[config.mk]
export PLATFORM = sky130hd
export DESIGN_NAME = ram_rd_stream
export DESIGN_NICKNAME = d
export VERILOG_FILES = /design/src/rtl/ram_rd_stream.sv
export SDC_FILE = /design/constraint.sdc
export NUM_CORES = 1
export LEC_CHECK = 0
export ABC_AREA = 1
export CORE_MARGIN = 8
export CORE_UTILIZATION = 40
export DETAILED_ROUTE_END_ITERATION = 7
export PLACE_DENSITY_LB_ADDON = 0.08
export SLEW_MARGIN = 20
export SYNTH_ARGS = -nofsm -noshare
export SYNTH_HDL_FRONTEND = slang
export SYNTH_SLANG_ARGS = --single-unit
export TNS_END_PERCENT = 100
[constraint.sdc]
create_clock -name i_clk -period 3 [get_ports i_clk]
set_input_delay 0.9 -clock i_clk [delete_from_list [all_inputs] [get_ports i_clk]]
set_output_delay 0.9 -clock i_clk [all_outputs]
set_load 0.03 [all_outputs]
[src/rtl/ram_rd_stream.sv]
// Burst reader: streams len consecutive RAM words from base (wrapping at ARR_DEPTH)
// onto a valid/ready interface, with a 2-entry skid FIFO absorbing RAM read latency.
module ram_rd_stream #(
    parameter int VEC_WIDTH  = 264,
    parameter int ARR_DEPTH  = 2048,
    parameter int ADDR_WIDTH = $clog2(ARR_DEPTH),
    parameter int LEN_WIDTH  = ADDR_WIDTH + 1
) (
    input  logic                  i_clk,
    input  logic                  i_rst_n,
    input  logic                  i_start,
    input  logic [ADDR_WIDTH-1:0] i_base_addr,
    input  logic [LEN_WIDTH-1:0]  i_len,
    output logic                  o_busy,
    output logic                  o_done,
    output logic                  o_ram_we,
    output logic [ADDR_WIDTH-1:0] o_ram_addr,
    input  logic [VEC_WIDTH-1:0]  i_ram_data,
    output logic                  o_valid,
    input  logic                  i_ready,
    output logic [VEC_WIDTH-1:0]  o_data,
    output logic                  o_last
);

    typedef enum logic [1:0] {IDLE, ISSUE, DRAIN, DONE} state_t;

    state_t                 state_q, state_d;
    logic [ADDR_WIDTH-1:0]  addr_q, addr_d;
    logic [LEN_WIDTH-1:0]   remaining_q, remaining_d;
    logic                   pend_q, pend_d;
    logic                   pend_last_q, pend_last_d;
    logic [1:0]             cnt_q, cnt_d;
    logic                   valid_q, valid_d;
    logic [VEC_WIDTH-1:0]   data0_q, data0_d, data1_q, data1_d;
    logic                   last0_q, last0_d, last1_q, last1_d;
    logic                   busy_q, busy_d;
    logic                   done_q, done_d;

    logic                   pop;
    logic                   issue;
    logic [2:0]             occ;
    logic [1:0]             wr_idx;

    always_comb begin
        pop   = valid_q && i_ready;
        // Occupancy the FIFO will have once this cycle's capture and pop settle.
        occ   = 3'(cnt_q) + 3'(pend_q) - 3'(pop);
        issue = (state_q == ISSUE) && (remaining_q != '0) && (occ < 3'd2);

        state_d     = state_q;
        addr_d      = addr_q;
        remaining_d = remaining_q;

        unique case (state_q)
            IDLE: begin
                if (i_start) begin
                    addr_d      = i_base_addr;
                    remaining_d = i_len;
                    state_d     = (i_len == '0) ? DONE : ISSUE;
                end
            end
            ISSUE: begin
                if (issue) begin
                    addr_d      = (addr_q == ADDR_WIDTH'(ARR_DEPTH - 1)) ? '0
                                                                          : addr_q + ADDR_WIDTH'(1);
                    remaining_d = remaining_q - LEN_WIDTH'(1);
                    if (remaining_q == LEN_WIDTH'(1))
                        state_d = DRAIN;
                end
            end
            DRAIN: begin
                if (pop && last0_q)
                    state_d = DONE;
            end
            DONE: state_d = IDLE;
            default: state_d = IDLE;
        endcase

        pend_d      = issue;
        pend_last_d = issue && (remaining_q == LEN_WIDTH'(1));

        // Head is always slot 0; a pop shifts slot 1 down and clears its last tag
        // so a stale tag can never surface once the entry is gone.
        data0_d = data0_q;
        data1_d = data1_q;
        last0_d = last0_q;
        last1_d = last1_q;
        if (pop) begin
            data0_d = data1_q;
            last0_d = last1_q;
            last1_d = 1'b0;
        end
        wr_idx = cnt_q - 2'(pop);
        if (pend_q) begin
            if (wr_idx == 2'd0) begin
                data0_d = i_ram_data;
                last0_d = pend_last_q;
            end else begin
                data1_d = i_ram_data;
                last1_d = pend_last_q;
            end
        end

        cnt_d   = cnt_q + 2'(pend_q) - 2'(pop);
        valid_d = (cnt_d != 2'd0);
        busy_d  = (state_d == ISSUE) || (state_d == DRAIN);
        done_d  = (state_d == DONE);
    end

    always_ff @(posedge i_clk or negedge i_rst_n) begin
        if (!i_rst_n) begin
            state_q     <= IDLE;
            addr_q      <= '0;
            remaining_q <= '0;
            pend_q      <= 1'b0;
            pend_last_q <= 1'b0;
            cnt_q       <= 2'd0;
            valid_q     <= 1'b0;
            data0_q     <= '0;
            data1_q     <= '0;
            last0_q     <= 1'b0;
            last1_q     <= 1'b0;
            busy_q      <= 1'b0;
            done_q      <= 1'b0;
        end else begin
            state_q     <= state_d;
            addr_q      <= addr_d;
            remaining_q <= remaining_d;
            pend_q      <= pend_d;
            pend_last_q <= pend_last_d;
            cnt_q       <= cnt_d;
            valid_q     <= valid_d;
            data0_q     <= data0_d;
            data1_q     <= data1_d;
            last0_q     <= last0_d;
            last1_q     <= last1_d;
            busy_q      <= busy_d;
            done_q      <= done_d;
        end
    end

    assign o_ram_we   = 1'b0;
    assign o_ram_addr = addr_q;
    assign o_valid    = valid_q;
    assign o_data     = data0_q;
    assign o_last     = last0_q;
    assign o_busy     = busy_q;
    assign o_done     = done_q;

endmodule

==> impl_results.md, run 1 <==
* Synth top area share at 56.28%
* Sequential share of the synthesized area at 56.28%
* CTS Root Cell: clkbuf_16
* Syn Inst Count at 2726
* Clock Pin Slew Worst Setup and Hold Paths at 60 ps
* Max frequency at 359.5 MHz
* Core area at 61710 um^2
* Peak supply drop at 421.9 uV
* GRT Overall Usage at 21.01%
* Yosys top cell by area: dfrtp_1
* Main combinational cell family by area after synthesis: compound AO/OA/AOI/OAI gates
* Max incr delay on CP at 740 ps
* Post-synthesis xor/xnor area fraction at 0.1052%
* DR vias at 20341
* Std cell rows at 91
* CP cell instances: clkdlybuf4s50_1
* Hold Path Class: in -> async
* Outcome: completed
* Mux contribution to synthesized area at 6.535%
* Most frequent cells in the layout: nand2_1 (637), clkdlybuf4s50_1 (567), dfrtp_1 (562)
* Drt pass-1 iters at 5
* Final hold viol count at 0
* Hold buffer count at cts at 0
* Pwr dens at 457.9 nW/um^2
* Critical path arrival at 1880 ps
* Clock skew at 27.72 ps
* # IOs at 571
* Clk buf depth at 3
* RSZ-0062 raised after global routing: false
* Part of the cycle the worst path needs at 92.72%
* Drt via density at 4.835
* Routed WL at 75370 um
* DIE AREA at 70720 um^2
* Synth Area in Simple Gates at 11.60%
* Final Wtd Congestion at 0.8397
* Worst skew pair latency at 620 ps
* First-pass GRT wire length at 119600 um
* Die Ht at 265.9 um
* CP Capture Type: output pin
* Initial Util at 40.49%
* Fin. max-slew vios at 0
* Final ANT Viol Nets at 0
* Synthesized area at 24990 um^2
* CP Launch Point: o_ram_addr[3]
* Startpoint types: register
* Number of global-route vias before repair at 21110
* Yosys warns at 0
* Tmin final at 2782 ps
* Hpwl dp at 56020 um
* Share of cells above drive strength 1 at 11.20%
* Slowest cell on crit path: clkdlybuf4s50_1
* Required time worst endpoint at 2100 ps
* Max Cap Viol at 0
* Leak at 16.82 nW
* H-tree Lvls at 2
* 1st-iter DRT viols at 1150
* Crit Path Class: reg -> out
* Die width at 265.9 um
* Initial antenna violation count at 12
* Final-stage net count at 3615
* Worst Max-Slew Pin Slew at 922.7 ps
* Largest fanout on the critical path at 8
* Critical path buffers and inverters at 1
* Largest net degree at the start of global routing at 172
* Post-route DRC violation count at 0
* Power Total at 15.76 mW
* Total grt overflow at 0
* R2r startpoint: o_valid
* Clk sink count at 562
* Buffers added on ports at 569
* Final setup fails at 0
* Most common cell after layout, fill and taps aside: nand2_1
* TritonCTS clock tree: yes
* Post-synthesis cell type count at 37
* Post-Syn Nets at 3025
* Rel. slew slack at 38.49%
* Hold Worst Slack at 220.3 ps
* WL/cell at 17.92 um
* Syn Area/Cell at 9.166 um^2
* Yosys reg bits at 562
* Post-Synth Adder-Cell Area at 0.4306%
* Synth top area cells: dfrtp_1 (56%), nand2_1 (9.6%), o21ai_1 (9.4%)
* CP delay by family, top: buffers and inverters
* Post-synthesis compound-gate area fraction at 14.79%
* P&R area growth vs syn at 37.78%
* TritonCTS Buffers at 60
synthesized netlist by cell type (all sizes together):
cell type    n
a21o         1
a21oi        5
and2         1
and3         1
buf        141
clkbuf      29
clkinv       1
conb         1
dfrtp      562
fa           1
ha           7
inv        424
mux2       145
nand2      641
nand3       42
nand3b       2
nand4        6
nor2        37
nor3         1
nor3b        1
nor4         2
o211ai     122
o21a         1
o21ai      546
o31ai        1
or2          2
xnor2        1
xor2         2
sequential cells by signal (all words and copies together) (netlist names):
| signal | cells |
|---|---|
| remaining_q | 12 |
| data1_q | 264 |
| o_last | 1 |
| o_done | 1 |
| state_q | 2 |
| o_busy | 1 |
| pend_q | 1 |
| pend_last_q | 1 |
| o_ram_addr | 11 |
| cnt_q | 2 |
| last1_q | 1 |
| o_valid | 1 |
| o_data | 264 |
timing repair:
action / in CTS / in global routing
gates resized for setup: 0 / 1
setup endpoints to repair: 0 / 23
setup buffers: 0 / 0
routing by layer:
| layer | global-route usage, % | part of all wire (%) | up-vias |
|---|---|---|---|
| met2 | 35.62 | 49 | 488 |
| met3 | 6.044 | 7.6 | 100 |
| met4 | 5.189 | 2.0 | 12 |
| met1 | 26.31 | 41 | 9751 |
| met5 | 0 | 0.11 | - |
| li1 | - | - | 9990 |
worst paths after layout:
kind                       cells past startpoint  slack [ps]             to
max                                            1         220  o_ram_addr[3]
min                                            1         220     o_data[56]
max reg2reg                                   16         430         o_busy
min reg2reg                                    2         480    data1_q[14]
max in group asynchronous                      2        1810    data1_q[15]
min in group i_clk                             2         480    data1_q[14]
cell families (layout without fill, tap and decap cells):
group / after synthesis / count (layout)
AO/OA/AOI/OAI: 676 / 676
XOR/XNOR: 3 / 3
adder cells (fa/ha/maj): 8 / 8
buffers and inverters: 595 / 1234
flip-flops: 562 / 562
multiplexers: 145 / 145
other: 1 / 6
AND/OR/NAND/NOR: 736 / 736
through the flow:
stage               utilization (%)  setup TNS (ps)  instance area [um^2]  worst slack [ps]  instances
floorplan                         -               0                 24990             28.79       2726
global placement              52.54          -46240                 32420            -588.7       4091
detailed placement            52.54          -55780                 32420            -601.6       4091
CTS                           55.76               0                 34410             22.93       4202
global route                  55.77               0                 34420             160.4       4204
finish                        55.78               0                 34430             218.4       4207
final cells by class:
type	instances	area, um^2
Clock buffer	95	1815
Sequential cell	562	14060
Inverter	425	1595
Tap cell	837	1047
Timing Repair Buffer	698	7335
Multi-Input combinational cell	1569	8387
Fill cell	5520	27290
Clock inverter	16	170.2
Antenna cell	5	12.51
report_power, final:
part / switching [mW] / internal (mW) / leakage (nW)
registers: 0 / 7.58 / 7.19
logic: 0.371 / 0.406 / 8.65
clock network: 3.02 / 4.38 / 0.984
total: 3.39 / 12.4 / 16.8
(Power assumes the default switching activity.)
==> run 2: changes to the inputs <==
--- a/config.mk
+++ b/config.mk
@@ -7,7 +7,7 @@
 export LEC_CHECK = 0
 export ABC_AREA = 1
 export CORE_MARGIN = 8
-export CORE_UTILIZATION = 40
+export CORE_UTILIZATION = 34
 export DETAILED_ROUTE_END_ITERATION = 7
 export PLACE_DENSITY_LB_ADDON = 0.08
 export SLEW_MARGIN = 20
==> run 2 against run 1 <==
Net effect: combinational power shrank 2.8%; sequential share of layout area grew 0.57 points; die area grew 17%; final area shrank 1.4%; register-to-register slack lost 140 ps; first-iteration DRC count shrank 11%.
==> impl_results.md, run 2 (synthesis results as in run 1) <==
* Largest fanout on the critical path at 4
* Initial Util at 34.31%
* H-tree Lvls at 2
* Final Wtd Congestion at 0.8065
* Max Cap Viol at 0
* Initial antenna violation count at 3
* Drt via density at 4.663
* Clk sink count at 562
* CP Capture Type: register
* Hpwl dp at 55500 um
* Post-CTS Setup Bufs at 0
* Largest net degree at the start of global routing at 178
* Max incr delay on CP at 520 ps
* Filler Cell Count at 6956
* Std cell rows at 99
* CP cell instances: dlygate4sd2_1, nand2_8, nor2_2, inv_1, and2_4, inv_1, ha_1, inv_1, fa_1, nand2_1, nor2_1, nand2_1, inv_1, nand2_1, nand2_1, nand3_1, ha_1
* Max frequency at 351.1 MHz
* CP delay by family, top: adder cells
* Setup ws final at 151.6 ps
* Clock network power share at 46.7%
* # IOs at 571
* Reg area at 14060 um^2
* Clock Pin Slew Worst Setup and Hold Paths at 60 ps
* DIE AREA at 82420 um^2
* Tmin final at 2848 ps
* CTS Root Cell: clkbuf_16
* P&R area growth vs syn at 35.88%
* Pwr dens at 460.9 nW/um^2
* Peak supply drop at 527.3 uV
* Area of the multi-input gates at 8387 um^2
* Internal at 12.22 mW
* DR vias at 19952
* Startpoint types: input pin
* Final hold viol count at 0
* TritonCTS clock tree: yes
* Final-stage net count at 3573
* Drt pass-1 iters at 5
* Fin. max-slew vios at 0
* Net Sw Frac at 21.93%
* Combinational Power Share at 4.8%
* Crit Path Class: in -> reg
* Most frequent cells in the layout: nand2_1 (637), clkdlybuf4s50_1 (567), dfrtp_1 (562)
* Required time worst endpoint at 3500 ps
* Routed WL at 76310 um
* Critical path arrival at 3350 ps
* Core area at 72830 um^2
* Clk buf depth at 3
* Worst Max-Slew Pin Slew at 985.1 ps
* Share of cells above drive strength 1 at 10.15%
* Outcome: completed
* Buffers added on ports at 569
* First-pass GRT wire length at 119500 um
* Power Total at 15.65 mW
* Placed Area at 31990 um^2
* Rel. slew slack at 34.33%
* Clock skew at 8.638 ps
* P_sw at 3.432 mW
* RSZ-0062 raised after global routing: false
* Final ANT Viol Nets at 0
* Antenna diodes at 0
* Number of global-route vias before repair at 20687
* Post-route DRC violation count at 0
* Final setup fails at 0
* Hold Path Class: in -> async
* Worst skew pair latency at 620 ps
* Die Ht at 287.1 um
* Design area at 33950 um^2
* Total grt overflow at 0
* Place WS at -752.3 ps
* Part of the cycle the worst path needs at 94.95%
* Leak at 16.50 nW
* Critical path buffers and inverters at 5
* 1st-iter DRT viols at 1018
* TritonCTS Buffers at 61
* GRT Overall Usage at 18.09%
* Slowest cell on crit path: fa_1
* Die width at 287.1 um
* Sequential share of power at 48.5%
* WL/cell at 17.83 um
* Most common cell after layout, fill and taps aside: nand2_1
run 2: power by group through the flow:
| stage | logic (mW) | clock network [mW] | registers [mW] |
|---|---|---|---|
| 2_1_floorplan | 0.114 | 0 | 7.72 |
| 3_5_place_dp | 0.775 | 0 | 7.72 |
| 5_1_grt | 0.835 | 7.90 | 7.58 |
| 6_report | 0.755 | 7.31 | 7.58 |
| 4_1_cts | 0.779 | 7.60 | 7.58 |
| 3_3_place_gp | 0.772 | 0 | 7.72 |
run 2: layout make-up:
type                    instances  area share [%]
flip-flops and latches        562           41.42
clock buffers                  93           5.380
clock inverters                16          0.3980
well taps                     959           3.534
repair buffers                655           19.87
inverters                     425           4.699
multi-input cells            1569           24.70
run 2: per-stage QoR:
step / cells / TNS [ps] / hold slack, ps / utilization [%]
finish: 4279 / 0 / 194.5 / 46.62
global route: 4279 / 0 / 189.1 / 46.62
floorplan: 2726 / 0 / 441.9 / -
detailed placement: 4170 / -86640 / 468.9 / 43.92
global placement: 4170 / -77270 / 463.8 / 43.92
CTS: 4279 / 0 / 185.2 / 46.62
run 2: timing repair:
action	CTS	global route
gates resized for setup	1	0
setup endpoints to repair	18	0
hold buffers	0	0
run 2: final timing paths:
path | from | end | slack, ps | cells past startpoint
min reg2reg | data1_q[23] | data1_q[23] | 480 | 2
min in group i_clk | data1_q[23] | data1_q[23] | 480 | 2
max reg2reg | o_valid | o_busy | 290 | 16
max | i_ready | o_busy | 150 | 17
min | i_rst_n | o_data[56] | 190 | 1
max in group asynchronous | i_rst_n | o_ram_addr[10] | 1790 | 2
run 2: layer usage:
metal / wire length, um / global-route usage (%) / share of wire [%]
met5: 27 / 0 / 0.035
met2: 36020 / 29.62 / 47
met1: 32710 / 23.26 / 43
met4: 2136 / 5.685 / 2.8
met3: 5410 / 4.797 / 7.1
